$ cat src/rtl/sram_arb_if.sv
// Interfaces for sram_arb: the single-ported SRAM access bus and one
// requester's request/response channel pair.

interface sram_rw_if_t #(
  parameter int unsigned AW = 15,
  parameter int unsigned DW = 32
);
  logic          cs;
  logic          wen;
  logic [AW-1:0] addr;
  logic [DW-1:0] wdata;
  logic [DW-1:0] rdata;

  modport mst (output cs, output wen, output addr, output wdata, input rdata);
  modport slv (input cs, input wen, input addr, input wdata, output rdata);
endinterface

interface sram_arb_port_if #(
  parameter int unsigned AW = 15,
  parameter int unsigned DW = 32
);
  logic          req_vld;
  logic          req_rdy;
  logic          req_wen;
  logic [AW-1:0] req_addr;
  logic [DW-1:0] req_wdata;
  logic          rsp_vld;
  logic          rsp_rdy;
  logic [DW-1:0] rsp_rdata;

  modport master (
    output req_vld, output req_wen, output req_addr, output req_wdata,
    output rsp_rdy,
    input  req_rdy, input rsp_vld, input rsp_rdata
  );
  modport slave (
    input  req_vld, input req_wen, input req_addr, input req_wdata,
    input  rsp_rdy,
    output req_rdy, output rsp_vld, output rsp_rdata
  );
endinterface

$ cat src/rtl/sram_arb.sv
// sram_arb: round-robin arbiter for two requesters sharing one single-ported
// SRAM with a 1-cycle registered read. Each port owns a 2-entry response FIFO;
// a per-port credit counter admits a request only when its response is
// guaranteed a FIFO slot, so responses are never dropped under backpressure.

module sram_arb #(
  parameter int unsigned AW = 15,
  parameter int unsigned DW = 32
) (
  input  logic           clk,
  input  logic           rst,
  sram_arb_port_if.slave m0,
  sram_arb_port_if.slave m1,
  sram_rw_if_t.mst       sram_rw_mst
);

  typedef enum logic { LAST_M0 = 1'b0, LAST_M1 = 1'b1 } last_e;

  logic [1:0]    req_vld;
  logic [1:0]    req_wen;
  logic [1:0]    rsp_rdy;
  logic [AW-1:0] req_addr  [2];
  logic [DW-1:0] req_wdata [2];

  logic [1:0]    rsp_vld;
  logic [1:0]    pop;
  logic [1:0]    push;
  logic [1:0]    elig;
  logic [1:0]    gnt;
  logic          gsel;
  logic [DW-1:0] push_data;

  logic [1:0]    cred_q [2];
  logic [1:0]    cred_d [2];
  logic [1:0]    cnt_q  [2];
  logic [1:0]    cnt_d  [2];
  logic [1:0]    rp_q, rp_d;
  logic [1:0]    wp_q, wp_d;
  logic [DW-1:0] fifo_q [2][2];

  last_e         last_q, last_d;
  logic          if_vld_q, if_vld_d;
  logic          if_port_q, if_port_d;
  logic          if_wen_q, if_wen_d;

  // Flatten both requester interfaces into port-indexed vectors
  always_comb begin
    req_vld      = {m1.req_vld, m0.req_vld};
    req_wen      = {m1.req_wen, m0.req_wen};
    rsp_rdy      = {m1.rsp_rdy, m0.rsp_rdy};
    req_addr[0]  = m0.req_addr;
    req_addr[1]  = m1.req_addr;
    req_wdata[0] = m0.req_wdata;
    req_wdata[1] = m1.req_wdata;
  end

  // Response visibility, admission, round-robin grant and SRAM issue
  always_comb begin
    rsp_vld   = '0;
    pop       = '0;
    elig      = '0;
    gnt       = '0;
    last_d    = last_q;
    for (int unsigned p = 0; p < 2; p++) begin
      rsp_vld[p] = ~rst & (cnt_q[p] != 2'd0);
      pop[p]     = rsp_vld[p] & rsp_rdy[p];
      // A pop in this cycle frees a slot, so a port at zero credit may still win
      elig[p]    = ~rst & req_vld[p] & ((cred_q[p] != 2'd0) | pop[p]);
    end
    if (elig == 2'b11) begin
      gnt = (last_q == LAST_M1) ? 2'b01 : 2'b10;
    end else begin
      gnt = elig;
    end
    if (gnt[0]) begin
      last_d = LAST_M0;
    end else if (gnt[1]) begin
      last_d = LAST_M1;
    end
    gsel                = gnt[1];
    sram_rw_mst.cs      = |gnt;
    sram_rw_mst.wen     = (|gnt) ? req_wen[gsel]   : 1'b0;
    sram_rw_mst.addr    = (|gnt) ? req_addr[gsel]  : '0;
    sram_rw_mst.wdata   = (|gnt) ? req_wdata[gsel] : '0;
    if_vld_d            = |gnt;
    if_port_d           = gsel;
    if_wen_d            = (|gnt) ? req_wen[gsel] : 1'b0;
  end

  // Credit, occupancy and pointer next-state; in-flight access lands in its FIFO
  always_comb begin
    push[0]   = if_vld_q & ~if_port_q;
    push[1]   = if_vld_q &  if_port_q;
    push_data = if_wen_q ? '0 : sram_rw_mst.rdata;
    rp_d      = rp_q;
    wp_d      = wp_q;
    for (int unsigned p = 0; p < 2; p++) begin
      cred_d[p] = cred_q[p];
      cnt_d[p]  = cnt_q[p];
      case ({gnt[p], pop[p]})
        2'b10:   cred_d[p] = cred_q[p] - 2'd1;
        2'b01:   cred_d[p] = cred_q[p] + 2'd1;
        default: cred_d[p] = cred_q[p];
      endcase
      case ({push[p], pop[p]})
        2'b10:   cnt_d[p] = cnt_q[p] + 2'd1;
        2'b01:   cnt_d[p] = cnt_q[p] - 2'd1;
        default: cnt_d[p] = cnt_q[p];
      endcase
      if (push[p]) wp_d[p] = ~wp_q[p];
      if (pop[p])  rp_d[p] = ~rp_q[p];
    end
  end

  // Drive response channels; everything reads as zero while reset is held
  always_comb begin
    m0.req_rdy   = gnt[0];
    m1.req_rdy   = gnt[1];
    m0.rsp_vld   = rsp_vld[0];
    m1.rsp_vld   = rsp_vld[1];
    m0.rsp_rdata = rst ? '0 : fifo_q[0][rp_q[0]];
    m1.rsp_rdata = rst ? '0 : fifo_q[1][rp_q[1]];
  end

  // Control state: credits, FIFO occupancy/pointers, in-flight stage, last grant
  always_ff @(posedge clk) begin
    if (rst) begin
      for (int unsigned p = 0; p < 2; p++) begin
        cred_q[p] <= 2'd2;
        cnt_q[p]  <= 2'd0;
      end
      rp_q      <= '0;
      wp_q      <= '0;
      if_vld_q  <= 1'b0;
      if_port_q <= 1'b0;
      if_wen_q  <= 1'b0;
      last_q    <= LAST_M1;
    end else begin
      for (int unsigned p = 0; p < 2; p++) begin
        cred_q[p] <= cred_d[p];
        cnt_q[p]  <= cnt_d[p];
      end
      rp_q      <= rp_d;
      wp_q      <= wp_d;
      if_vld_q  <= if_vld_d;
      if_port_q <= if_port_d;
      if_wen_q  <= if_wen_d;
      last_q    <= last_d;
    end
  end

  // FIFO storage; stale entries are invisible because occupancy gates rsp_vld
  always_ff @(posedge clk) begin
    for (int unsigned p = 0; p < 2; p++) begin
      if (push[p]) fifo_q[p][wp_q[p]] <= push_data;
    end
  end

  a_cred0_max: assert property (@(posedge clk) disable iff (rst) cred_q[0] <= 2'd2);
  a_cred1_max: assert property (@(posedge clk) disable iff (rst) cred_q[1] <= 2'd2);
  a_cred0_min: assert property (@(posedge clk) disable iff (rst)
                                !(gnt[0] && !pop[0] && cred_q[0] == 2'd0));
  a_cred1_min: assert property (@(posedge clk) disable iff (rst)
                                !(gnt[1] && !pop[1] && cred_q[1] == 2'd0));
  a_fifo0_ovf: assert property (@(posedge clk) disable iff (rst)
                                !(push[0] && cnt_q[0] == 2'd2));
  a_fifo1_ovf: assert property (@(posedge clk) disable iff (rst)
                                !(push[1] && cnt_q[1] == 2'd2));

endmodule
$ cat src/flat_wrapper.sv
// flat-port wrapper written by rule: the top's interface ports become plain ports
module sram_arb_flat 
#(
  parameter int unsigned AW = 15,
  parameter int unsigned DW = 32
)
  (clk, rst, m0_req_vld, m0_req_wen, m0_req_addr, m0_req_wdata, m0_rsp_rdy, m0_req_rdy, m0_rsp_vld, m0_rsp_rdata, m1_req_vld, m1_req_wen, m1_req_addr, m1_req_wdata, m1_rsp_rdy, m1_req_rdy, m1_rsp_vld, m1_rsp_rdata, sram_rw_mst_cs, sram_rw_mst_wen, sram_rw_mst_addr, sram_rw_mst_wdata, sram_rw_mst_rdata);
  sram_arb_port_if #(.AW(AW), .DW(DW)) m0_i ();
  sram_arb_port_if #(.AW(AW), .DW(DW)) m1_i ();
  sram_rw_if_t #(.AW(AW), .DW(DW)) sram_rw_mst_i ();
  input  logic clk;
  input  logic rst;
  input wire logic [$bits(m0_i.req_vld)-1:0] m0_req_vld;
  input wire logic [$bits(m0_i.req_wen)-1:0] m0_req_wen;
  input wire logic [$bits(m0_i.req_addr)-1:0] m0_req_addr;
  input wire logic [$bits(m0_i.req_wdata)-1:0] m0_req_wdata;
  input wire logic [$bits(m0_i.rsp_rdy)-1:0] m0_rsp_rdy;
  output wire logic [$bits(m0_i.req_rdy)-1:0] m0_req_rdy;
  output wire logic [$bits(m0_i.rsp_vld)-1:0] m0_rsp_vld;
  output wire logic [$bits(m0_i.rsp_rdata)-1:0] m0_rsp_rdata;
  input wire logic [$bits(m1_i.req_vld)-1:0] m1_req_vld;
  input wire logic [$bits(m1_i.req_wen)-1:0] m1_req_wen;
  input wire logic [$bits(m1_i.req_addr)-1:0] m1_req_addr;
  input wire logic [$bits(m1_i.req_wdata)-1:0] m1_req_wdata;
  input wire logic [$bits(m1_i.rsp_rdy)-1:0] m1_rsp_rdy;
  output wire logic [$bits(m1_i.req_rdy)-1:0] m1_req_rdy;
  output wire logic [$bits(m1_i.rsp_vld)-1:0] m1_rsp_vld;
  output wire logic [$bits(m1_i.rsp_rdata)-1:0] m1_rsp_rdata;
  output wire logic [$bits(sram_rw_mst_i.cs)-1:0] sram_rw_mst_cs;
  output wire logic [$bits(sram_rw_mst_i.wen)-1:0] sram_rw_mst_wen;
  output wire logic [$bits(sram_rw_mst_i.addr)-1:0] sram_rw_mst_addr;
  output wire logic [$bits(sram_rw_mst_i.wdata)-1:0] sram_rw_mst_wdata;
  input wire logic [$bits(sram_rw_mst_i.rdata)-1:0] sram_rw_mst_rdata;
  assign m0_i.req_vld = m0_req_vld;
  assign m0_i.req_wen = m0_req_wen;
  assign m0_i.req_addr = m0_req_addr;
  assign m0_i.req_wdata = m0_req_wdata;
  assign m0_i.rsp_rdy = m0_rsp_rdy;
  assign m0_req_rdy = m0_i.req_rdy;
  assign m0_rsp_vld = m0_i.rsp_vld;
  assign m0_rsp_rdata = m0_i.rsp_rdata;
  assign m1_i.req_vld = m1_req_vld;
  assign m1_i.req_wen = m1_req_wen;
  assign m1_i.req_addr = m1_req_addr;
  assign m1_i.req_wdata = m1_req_wdata;
  assign m1_i.rsp_rdy = m1_rsp_rdy;
  assign m1_req_rdy = m1_i.req_rdy;
  assign m1_rsp_vld = m1_i.rsp_vld;
  assign m1_rsp_rdata = m1_i.rsp_rdata;
  assign sram_rw_mst_cs = sram_rw_mst_i.cs;
  assign sram_rw_mst_wen = sram_rw_mst_i.wen;
  assign sram_rw_mst_addr = sram_rw_mst_i.addr;
  assign sram_rw_mst_wdata = sram_rw_mst_i.wdata;
  assign sram_rw_mst_i.rdata = sram_rw_mst_rdata;
  sram_arb #(.AW(AW), .DW(DW)) u_core (.clk(clk), .rst(rst), .m0(m0_i), .m1(m1_i), .sram_rw_mst(sram_rw_mst_i));
endmodule
$ cat config.mk
export PLATFORM = sky130hd
export DESIGN_NAME = sram_arb_flat
export DESIGN_NICKNAME = d
export VERILOG_FILES = /design/src/rtl/sram_arb_if.sv /design/src/rtl/sram_arb.sv /design/src/flat_wrapper.sv
export SDC_FILE = /design/constraint.sdc
export NUM_CORES = 1
export LEC_CHECK = 0
export CAP_MARGIN = 20
export CORE_MARGIN = 3
export CORE_UTILIZATION = 45
export CTS_CLUSTER_DIAMETER = 30
export DETAILED_ROUTE_END_ITERATION = 16
export GPL_ROUTABILITY_DRIVEN = 0
export GPL_TIMING_DRIVEN = 0
export PLACE_DENSITY = 0.79
export SLEW_MARGIN = 15
export SYNTH_ARGS = -nofsm -noshare
export SYNTH_HDL_FRONTEND = slang
export SYNTH_SLANG_ARGS = --single-unit
$ cat constraint.sdc
create_clock -name clk -period 3.5 [get_ports clk]
set_input_delay 0.875 -clock clk [delete_from_list [all_inputs] [get_ports clk]]
set_output_delay 0.875 -clock clk [all_outputs]
set_load 0.1 [all_outputs]
# After elaboration in Yosys (flattened, before gate mapping)
# Memory sizes are Yosys's and may differ from the RTL's.
# Cells that the tools add are included.
# op_classes
addsub	8
order_cmp	8
eq_ne	9
muxes	46
bitwise	27
n_reduce_logical	9
# op_table
cell	count
$mux W32	15
$mux W64	4
$demux W32 S1	2
$reduce_or A64 Y1	1
$mux W15	4
$pmux W2 S2	4
$mux W2	6
$mux W1	11
$and A1 B1 Y1	10
$eq A2 B2 Y1 const B	5
$ge A2 B2 Y1 const B	5
$not A1 Y2	5
$reduce_bool A2 Y1	5
$add A2 B1 Y2 const B	4
$eq A2 B1 Y1 const B	4
$sub A2 B1 Y2 const B	4
$not A1 Y1	6
$or A1 B1 Y1	6
$lt A2 B1 Y1 const B	2
$logic_and A1 B1 Y1	2
$lt A1 B2 Y1 const B	1
$reduce_or A2 Y1	1
# totals
register_bits	8
mem_bits_rw	136
in_bits	134
out_inout_bits	117
wordCells	118
n_memories	3
# mem_list
memory	depth	width	rd	rd_clocked_by_memory_dff	write_ports	line_no	text
u_core.fifo_q	2	64	2	0	1	sram_arb.sv:39	logic [DW-1:0] fifo_q [2][2];
u_core.cnt_q	2	2	2	0	2	sram_arb.sv:35	logic [1:0] cnt_q [2];
u_core.cred_q	2	2	2	0	2	sram_arb.sv:33	logic [1:0] cred_q [2];

# Depth between registers and ports, before layout
# Gate-level depths: netlist of run 1.
# logic_depth
word_depth	12
depth_mapped	10
ltp_nobuf	8

# Worst setup path before layout of run 1
# OpenSTA, ideal clock, no wires.
# synth_timing
kind	input-to-output
from	input rst
to	output m0_req_rdy
arrival_time_ns	3.320
required_ns	2.625
path_slack_ns	-0.695
path_stages	6
path_cell_list	buf_4 o21ba_4 a211o_1 clkbuf_1 nand2_1 nor2_1
# synth_via
elab_chain_cells	7
elab_cells_between_ends	13
# synth_lines
item	line_no	text
start: declaration	flat_wrapper.sv:12	input logic rst;
$not A1 Y1 (*)	sram_arb.sv:65	rsp_vld[p] = ~rst & (cnt_q[p] != 2'd0);
$and A1 B1 Y1 (*)	sram_arb.sv:65	
named net m0_rsp_vld	flat_wrapper.sv:19	output wire logic [$bits(m0_i.rsp_vld)-1:0] m0_rsp_vld;
$and A1 B1 Y1 (*)	sram_arb.sv:66	pop[p] = rsp_vld[p] & rsp_rdy[p];
$or A1 B1 Y1 (*)	sram_arb.sv:68	elig[p] = ~rst & req_vld[p] & ((cred_q[p] != 2'd0) | pop[p]);
$and A1 B1 Y1 (*)	sram_arb.sv:68	
$eq A2 B2 Y1	sram_arb.sv:70	if (elig == 2'b11) begin
$mux W2 (*)	sram_arb.sv:70	
end: declaration	flat_wrapper.sv:18	output wire logic [$bits(m0_i.req_rdy)-1:0] m0_req_rdy;
# The timed path passes the listed nets; every way through them passes the cells marked *.

# Final worst setup path of run 1
# layout_timing
from	input rst
to	output sram_rw_mst_wdata[26]
# layout_via
elab_chain_cells	12
elab_cells_between_ends	19
# layout_lines
item	line_no	text
$not A1 Y1 (*)	sram_arb.sv:65, sram_arb.sv:68	
$and A1 B1 Y1	sram_arb.sv:65	
$and A1 B1 Y1	sram_arb.sv:66	
$or A1 B1 Y1	sram_arb.sv:68	
$and A1 B1 Y1	sram_arb.sv:68	
$eq A2 B2 Y1	sram_arb.sv:70	
$mux W2 (*)	sram_arb.sv:70	
$not A1 Y2 (not written as such)	sram_arb.sv:84	sram_rw_mst.wdata = (|gnt) ? req_wdata[gsel] : '0;
$mux W32 (not written as such) (3 in series)	sram_arb.sv:84	
$mux W32 (*)	sram_arb.sv:84	
end: declaration	flat_wrapper.sv:32	output wire logic [$bits(sram_rw_mst_i.wdata)-1:0] sram_rw_mst_wdata;
# Mark *: on every way between the ends. The rest lies on a longest branch, timed or not. The select of a mux whose other input is x is not followed.

==> results of run 1 <==
## cell type report
| cell class | count | area share, % |
|---|---|---|
| clock inverter | 14 | 1.86 |
| clock buffer | 18 | 3.90 |
| multi-input combinational | 316 | 23.4 |
| tap | 184 | 2.09 |
| timing repair buffer | 267 | 28.4 |
| sequential | 144 | 37.8 |
| buffer | 36 | 2.42 |
| inverter | 3 | 0.136 |
## timing repair
action	CTS	global route
endpoints found under the setup margin	113	86
cloned	5	1
resized for setup	568	91
pin swaps	3	2
setup buffers	7	2
## metrics by stage
step           instance area, sq um  worst slack (ns)  utilization [%]  power [W]
5_1_grt                       11000            -0.112             74.6    0.00637
3_5_place_dp                   9740             -1.19             66.0    0.00410
4_1_cts                       10900            -0.103             73.9    0.00614
2_1_floorplan                  6900           -0.0351                -    0.00355
6_report                      11000           -0.0833             74.6    0.00618
3_3_place_gp                   9620             -1.16             65.2    0.00405
## sequential cells by signal (all words and copies together) (netlist names)
| register | count |
|---|---|
| u_core.last_q | 1 |
| u_core.if_vld_q | 1 |
| u_core.if_port_q | 1 |
| u_core.if_wen_q | 1 |
| u_core.fifo_q | 128 |
| u_core.wp_q | 2 |
| u_core.rp_q | 2 |
| u_core.cnt_q | 4 |
| u_core.cred_q | 4 |
## path summary, 6_finish.rpt
kind	from	end	slack, ns	cells past startpoint
hold / removal	u_core.last_q	u_core.last_q	0.53	1
setup / recovery	rst	sram_rw_mst_wdata[26]	-0.08	8
hold reg to reg	u_core.last_q	u_core.last_q	0.53	1
setup reg to reg	u_core.cnt_q[0][1]	u_core.cred_q[0][3]	0.65	10
## per-layer routing
| metal | track usage [%] | vias up |
|---|---|---|
| met5 | 0 | - |
| met4 | 8.50 | 0 |
| met3 | 5.40 | 30 |
| met2 | 42.0 | 212 |
| met1 | 27.0 | 2472 |
| li1 | - | 2388 |
## cell families after synthesis
family / after synthesis / synth area share [%]
adders and majority gates: 4 / 0.728
muxes: 113 / 19.9
AOI/OAI and AO/OA: 12 / 1.33
DFF: 144 / 60.6
xor gates and xnor gates: 12 / 1.53
buffers and inverters: 39 / 2.84
and+or+nand+nor: 175 / 13.0
## Yosys cell counts
| master | instances | area share [%] |
|---|---|---|
| a21oi_1 | 2 | 0.15 |
| nor2_1 | 76 | 4.2 |
| ha_1 | 4 | 0.73 |
| nand2b_1 | 2 | 0.18 |
| mux2i_1 | 64 | 9.3 |
| nor2b_1 | 33 | 3.0 |
| xor2_1 | 7 | 0.89 |
| or2_2 | 2 | 0.18 |
| mux2_2 | 2 | 0.33 |
| nand2_1 | 4 | 0.22 |
| edfxtp_1 | 128 | 56 |
| mux2_4 | 47 | 10 |
| xnor2_1 | 5 | 0.64 |
| nor3_1 | 3 | 0.22 |
| clkbuf_1 | 29 | 1.6 |
| a311o_1 | 1 | 0.15 |
| dfxtp_1 | 16 | 4.7 |
| a211oi_1 | 1 | 0.11 |
| buf_6 | 6 | 0.98 |
| o21ai_0 | 4 | 0.29 |
| inv_1 | 3 | 0.16 |
| and2_1 | 2 | 0.18 |
| buf_4 | 1 | 0.11 |
| a211o_1 | 2 | 0.26 |
| o21ba_2 | 1 | 0.15 |
| or3_1 | 2 | 0.18 |
| o21ba_4 | 1 | 0.24 |
| or3b_2 | 2 | 0.26 |
| and3_1 | 49 | 4.5 |
## report_power, final
part           switching, W  total (W)  internal [W]
Clock              0.000702    0.00191       0.00121
Combinational       0.00144    0.00219      0.000754
Sequential        0.0000487    0.00208       0.00203
Total               0.00219    0.00618       0.00399
## worst reg2reg max path: stages (launching register included)
cell and delay, ns:
dfxtp_1 0.33, o21ba_4 0.23, a211o_4 0.33, a311o_1 0.43, buf_12 0.19, clkbuf_16 0.17
buf_4 0.14, ha_1 0.19, xor2_1 0.16, o21ai_0 0.13, or3b_2 0.44
==> Implementation_results.wiki, run 1 <==
{| class="wikitable"
! Metric !! Value
|-
| Run status || finished with violations
|-
| Post-Place Cells || 936
|-
| Wire length of the first global-routing pass || 29.2 mm
|-
| Floorplan row count || 44
|-
| Cts bufs inserted || 17
|-
| Leading cell types in the layout, fill and taps excluded || clkdlybuf4s50_1 (132), edfxtp_1 (128), nor2_1 (72), mux2i_1 (64), buf_12 (50)
|-
| Core area || 14800 sq um
|-
| Sum of negative setup slack || -3.14 ns
|-
| Leading cell type in the layout, fill and taps excluded || clkdlybuf4s50_1
|-
| Routed length on met3 || 1.18 mm
|-
| Number of antenna violations at the first check in global routing || 0
|-
| Via count of the routed design || 5102
|-
| Combined area of all synthesized cells || 6870 sq um
|-
| Post-Synthesis Mean Instance Area || 13.8 sq um
|-
| Remaining antenna violation count after routing || 0
|-
| Final routed wire length divided by cell count || 20.2 um
|-
| Net count of the mapped netlist || 637
|-
| GRT Resource Usage Total || 23.3%
|-
| Kind of launch point of the worst setup path || input port
|-
| Worst max-slew margin expressed relative to the limit || 30.5%
|-
| Peak VDD IR || 0.411 mV
|-
| Total number of clock tree sinks || 144
|-
| Maximum number of pins on one net before global-route repair || 26
|-
| Vias per cell || 5.20
|-
| CTS clk-pin slew, worst paths || 0.06 ns
|-
| Maxcap violations || 0
|-
| Clock buffer depth || 2
|-
| Number of port buffers || 249
|-
| Width of the die || 130 um
|-
| Final number of setup-violating endpoints || 47
|-
| Final worst-path cycle share || 102%
|-
| Most common cell on crit path || buf_12
|-
| Footprint of the flip-flops and latches || 4160 sq um
|-
| Met1 Routed Length || 7.76 mm
|-
| TritonCTS clock tree || built
|-
| Worst Path Arrival || 2.71 ns
|-
| Post-Route Skew || 0.0122 ns
|-
| Worst hold margin || 0.529 ns
|-
| Critical path start-end classification || input port to output port
|-
| Layout Area Growth over Synthesis || 60.2%
|-
| Critical-path cell list || buf_12, o21ba_4, a211o_4, a311o_1, buf_12, clkbuf_16, mux2_4, buf_12
|-
| TritonRoute pass-1 iters || 5
|-
| Detail Route met2 WL || 10.6 mm
|-
| Clk Tree Root Cell || clkbuf_16
|-
| Sequential fraction of the synthesis area || 60.6%
|-
| Die Area || 16800 sq um
|-
| Number of global-route vias before repair || 5386
|-
| Power density over cell area || 561 nW/um^2
|-
| Flip-flop and latch count after synthesis || 144
|-
| Initial Util || 46.6%
|-
| Crit path setup slack, layout || -0.0833 ns
|-
| Critical path's largest stage delay || 0.43 ns
|-
| Yosys synthesis warning count || 0
|-
| Clock period minus worst slack || 3.58 ns
|-
| RSZ-0062 raised after global routing || yes
|-
| Number of max-slew violations in the final report || 0
|-
| Routed wire length || 19.9 mm
|-
| Cell at the slowest stage of the critical path || a311o_1
|-
| Crit. End Element || output port
|-
| Share of cells above drive strength 1 || 30.3%
|-
| Hold WC Path Type || flop to flop
|-
| Fill cell count || 890
|-
| Final global-route overflow total || 0
|-
| Y dimension of the die || 130 um
|-
| Measured slew at the worst slew-check pin || 1.04 ns
|-
| Area occupied by multi-input gates || 2570 sq um
|-
| Top Ports || 251
|-
| Number of antenna cells inserted || 0
|-
| Dpl hpwl || 13.6 mm
|-
| Number of instances in the synthesized netlist || 499
|-
| Buffers plus inverters on the worst setup path || 4
|-
| Highest metal layer used by the detailed router || met4
|-
| Number of buffers added to fix hold violations after cts || 0
|-
| Leakage dissipation || 4.39 nW
|-
| Final Net Count || 923
|-
| Synth unique cells || 29
|-
| DRC marker count from the first detailed-route iteration || 314
|-
| Required time at the worst-slack endpoint || 2.62 ns
|-
| Largest driver fanout on the critical path || 8
|-
| Fmax achieved || 279 MHz
|-
| Insertion delay to the later sink of the worst-skew pair || 0.42 ns
|-
| Violations in the final reports || negative setup slack
|-
| Hold violation count in the final report || 0
|-
| Kind of cell adding the most delay to the critical path || compound AO/OA/AOI/OAI gates
|-
| Final std cells w/o fill || 982
|-
| H-tree levels || 4
|-
| DRC || 0
|}
Note: power is estimated with default switching activity, not from simulation.
==> inputs of run 2 (changes only) <==
Settings changed: REMOVE_ABC_BUFFERS set to 1.
==> Implementation_results.wiki, run 2 (synthesis results as in run 1) <==
{| class="wikitable"
! Metric !! Value
|-
| Floorplan row count || 44
|-
| H-tree levels || 4
|-
| Share of cells above drive strength 1 || 22.5%
|-
| Remaining antenna violation count after routing || 0
|-
| RSZ-0062 raised after global routing || yes
|-
| TritonCTS clock tree || built
|-
| Flip-flop count of the largest register, all copies and words added || 128
|-
| Number of global-route vias before repair || 5319
|-
| Width of the die || 130 um
|-
| Largest driver fanout on the critical path || 7
|-
| Wire length of the first global-routing pass || 29.4 mm
|-
| Final std cells w/o fill || 952
|-
| CTS clk-pin slew, worst paths || 0.06 ns
|-
| Insertion delay to the later sink of the worst-skew pair || 0.41 ns
|-
| Top Ports || 251
|-
| Internal Pwr Total || 0.00376 W
|-
| Combinational power share || 35.2%
|-
| DRC marker count from the first detailed-route iteration || 232
|-
| Clk Tree Root Cell || clkbuf_16
|-
| Vias per cell || 5.34
|-
| Hold WC Path Type || flop to flop
|-
| Post-Place Cells || 905
|-
| Worst-case setup slack after placement || -2.42 ns
|-
| Final Net Count || 893
|-
| Clock period minus worst slack || 3.50 ns
|-
| Portion of total power attributed to the clock network || 29.0%
|-
| Worst max-slew margin expressed relative to the limit || 31.7%
|-
| Final routed wire length divided by cell count || 21.0 um
|-
| PnR Total Power || 0.00591 W
|-
| GRT Resource Usage Total || 23.6%
|-
| DRC || 0
|-
| Layout Area Growth over Synthesis || 55.1%
|-
| Leading cell type in the layout, fill and taps excluded || clkdlybuf4s50_1
|-
| Peak VDD IR || 0.359 mV
|-
| Run status || finished with violations
|-
| Cts bufs inserted || 17
|-
| Kind of launch point of the worst setup path || input port
|-
| Core area || 14800 sq um
|-
| Measured slew at the worst slew-check pin || 1.02 ns
|-
| Critical path start-end classification || input port to output port
|-
| Hold violation count in the final report || 0
|-
| Maximum number of pins on one net before global-route repair || 42
|-
| Switching component of the power || 0.00215 W
|-
| Number of antenna cells inserted || 0
|-
| Final number of setup-violating endpoints || 2
|-
| Y dimension of the die || 130 um
|-
| Via count of the routed design || 5083
|-
| Leading cell types in the layout, fill and taps excluded || clkdlybuf4s50_1 (150), edfxtp_1 (128), nor2_1 (73), mux2i_1 (64), and3_1 (48)
|-
| Number of port buffers || 250
|-
| Worst Path Arrival || 2.63 ns
|-
| TritonRoute pass-1 iters || 4
|-
| Maxcap violations || 0
|-
| Die Area || 16800 sq um
|-
| Post-Route Skew || 0.00947 ns
|-
| Violations in the final reports || negative setup slack
|-
| Final worst-path cycle share || 100%
|-
| Total number of clock tree sinks || 144
|-
| Fmax achieved || 286 MHz
|-
| Switching power share of the total || 36.4%
|-
| Fill cell count || 959
|-
| Dpl hpwl || 12.8 mm
|-
| Leakage dissipation || 4.31 nW
|-
| Required time at the worst-slack endpoint || 2.62 ns
|-
| Initial Util || 46.6%
|-
| Power density over cell area || 555 nW/um^2
|-
| Final global-route overflow total || 0
|-
| Crit. End Element || output port
|-
| Portion of total power attributed to sequential cells || 35.7%
|-
| Crit path setup slack, layout || -0.00244 ns
|-
| Number of antenna violations at the first check in global routing || 0
|-
| Clock buffer depth || 2
|-
| Routed wire length || 20.0 mm
|-
| Number of max-slew violations in the final report || 0
|}
[run 2: changes by cell type in the layout (fill, tap and decap cells not counted), moves of 5 or more]
cell	previous run	this run
clkdlybuf4s50_1	132	150
dlygate4sd2_1	2	46
buf_12	50	30
buf_6	6	24
clkdlybuf4s15_2	36	0
buf_4	13	8
clkbuf_1	18	1
clkbuf_2	33	0
[run 2: cell type report]
class                   count  area [sq um]  share of cell area [%]
clock buffers              18           429                    4.03
clock inverters            14           144                    1.35
inverters                   3          11.3                   0.106
multi-input cells         320          2610                    24.5
flip-flops and latches    144          4170                    39.1
well taps                 184           230                    2.16
repair buffers            269          3060                    28.8
[run 2: routing by layer]
layer	global-route usage [%]	wire, um	up-vias
li1	-	-	2326
met1	25.6	7240	2502
met2	44.5	11000	227
met3	6.60	1330	28
met4	7.09	462	0
met5	0	0	-
[run 2: worst max-delay path, stage by stage]
cell     delay, ns
buf_16        0.09
o21ba_4       0.15
a211o_4       0.34
a311o_2       0.43
buf_4         0.22
mux2_4        0.31
buf_6         0.18
[run 2: per-stage QoR]
stage | cell area (sq um) | hold WS [ns] | utilization, % | TNS [ns]
after global routing | 10700 | 0.525 | 72.2 | -0.742
after detailed placement | 9630 | 0.508 | 65.3 | -123.52
after global placement | 9420 | 0.468 | 63.8 | -471.81
after CTS | 10500 | 0.518 | 71.1 | -0.331
after floorplan | 6690 | 0.452 | - | -123.82
final | 10700 | 0.514 | 72.2 | -0.00259
[run 2: worst paths after layout]
| kind | start | endpoint | slack (ns) | cells after the start |
|---|---|---|---|---|
| max | rst | sram_rw_mst_addr[13] | -0.002 | 7 |
| max reg2reg | u_core.cnt_q[0][1] | u_core.cred_q[0][3] | 0.89 | 8 |
| min reg2reg | u_core.cnt_q[0][3] | u_core.cnt_q[0][3] | 0.51 | 2 |
| min | u_core.cnt_q[0][3] | u_core.cnt_q[0][3] | 0.51 | 2 |
[run 2: timing repair]
action,in CTS,in global routing
buffers inserted,8,0
pin swaps,3,2
resized for setup,416,43
gates cloned,7,1
hold buffers,0,0
setup endpoints to repair,121,51
[run 2: power by group through the flow]
stage / sequential (W) / combinational, W / clock [W]
after floorplan: 0.00213 / 0.00139 / 0
after global placement: 0.00216 / 0.00189 / 0
after detailed placement: 0.00214 / 0.00195 / 0
after CTS: 0.00211 / 0.00204 / 0.00174
after global routing: 0.00212 / 0.00216 / 0.00182
final: 0.00211 / 0.00208 / 0.00171
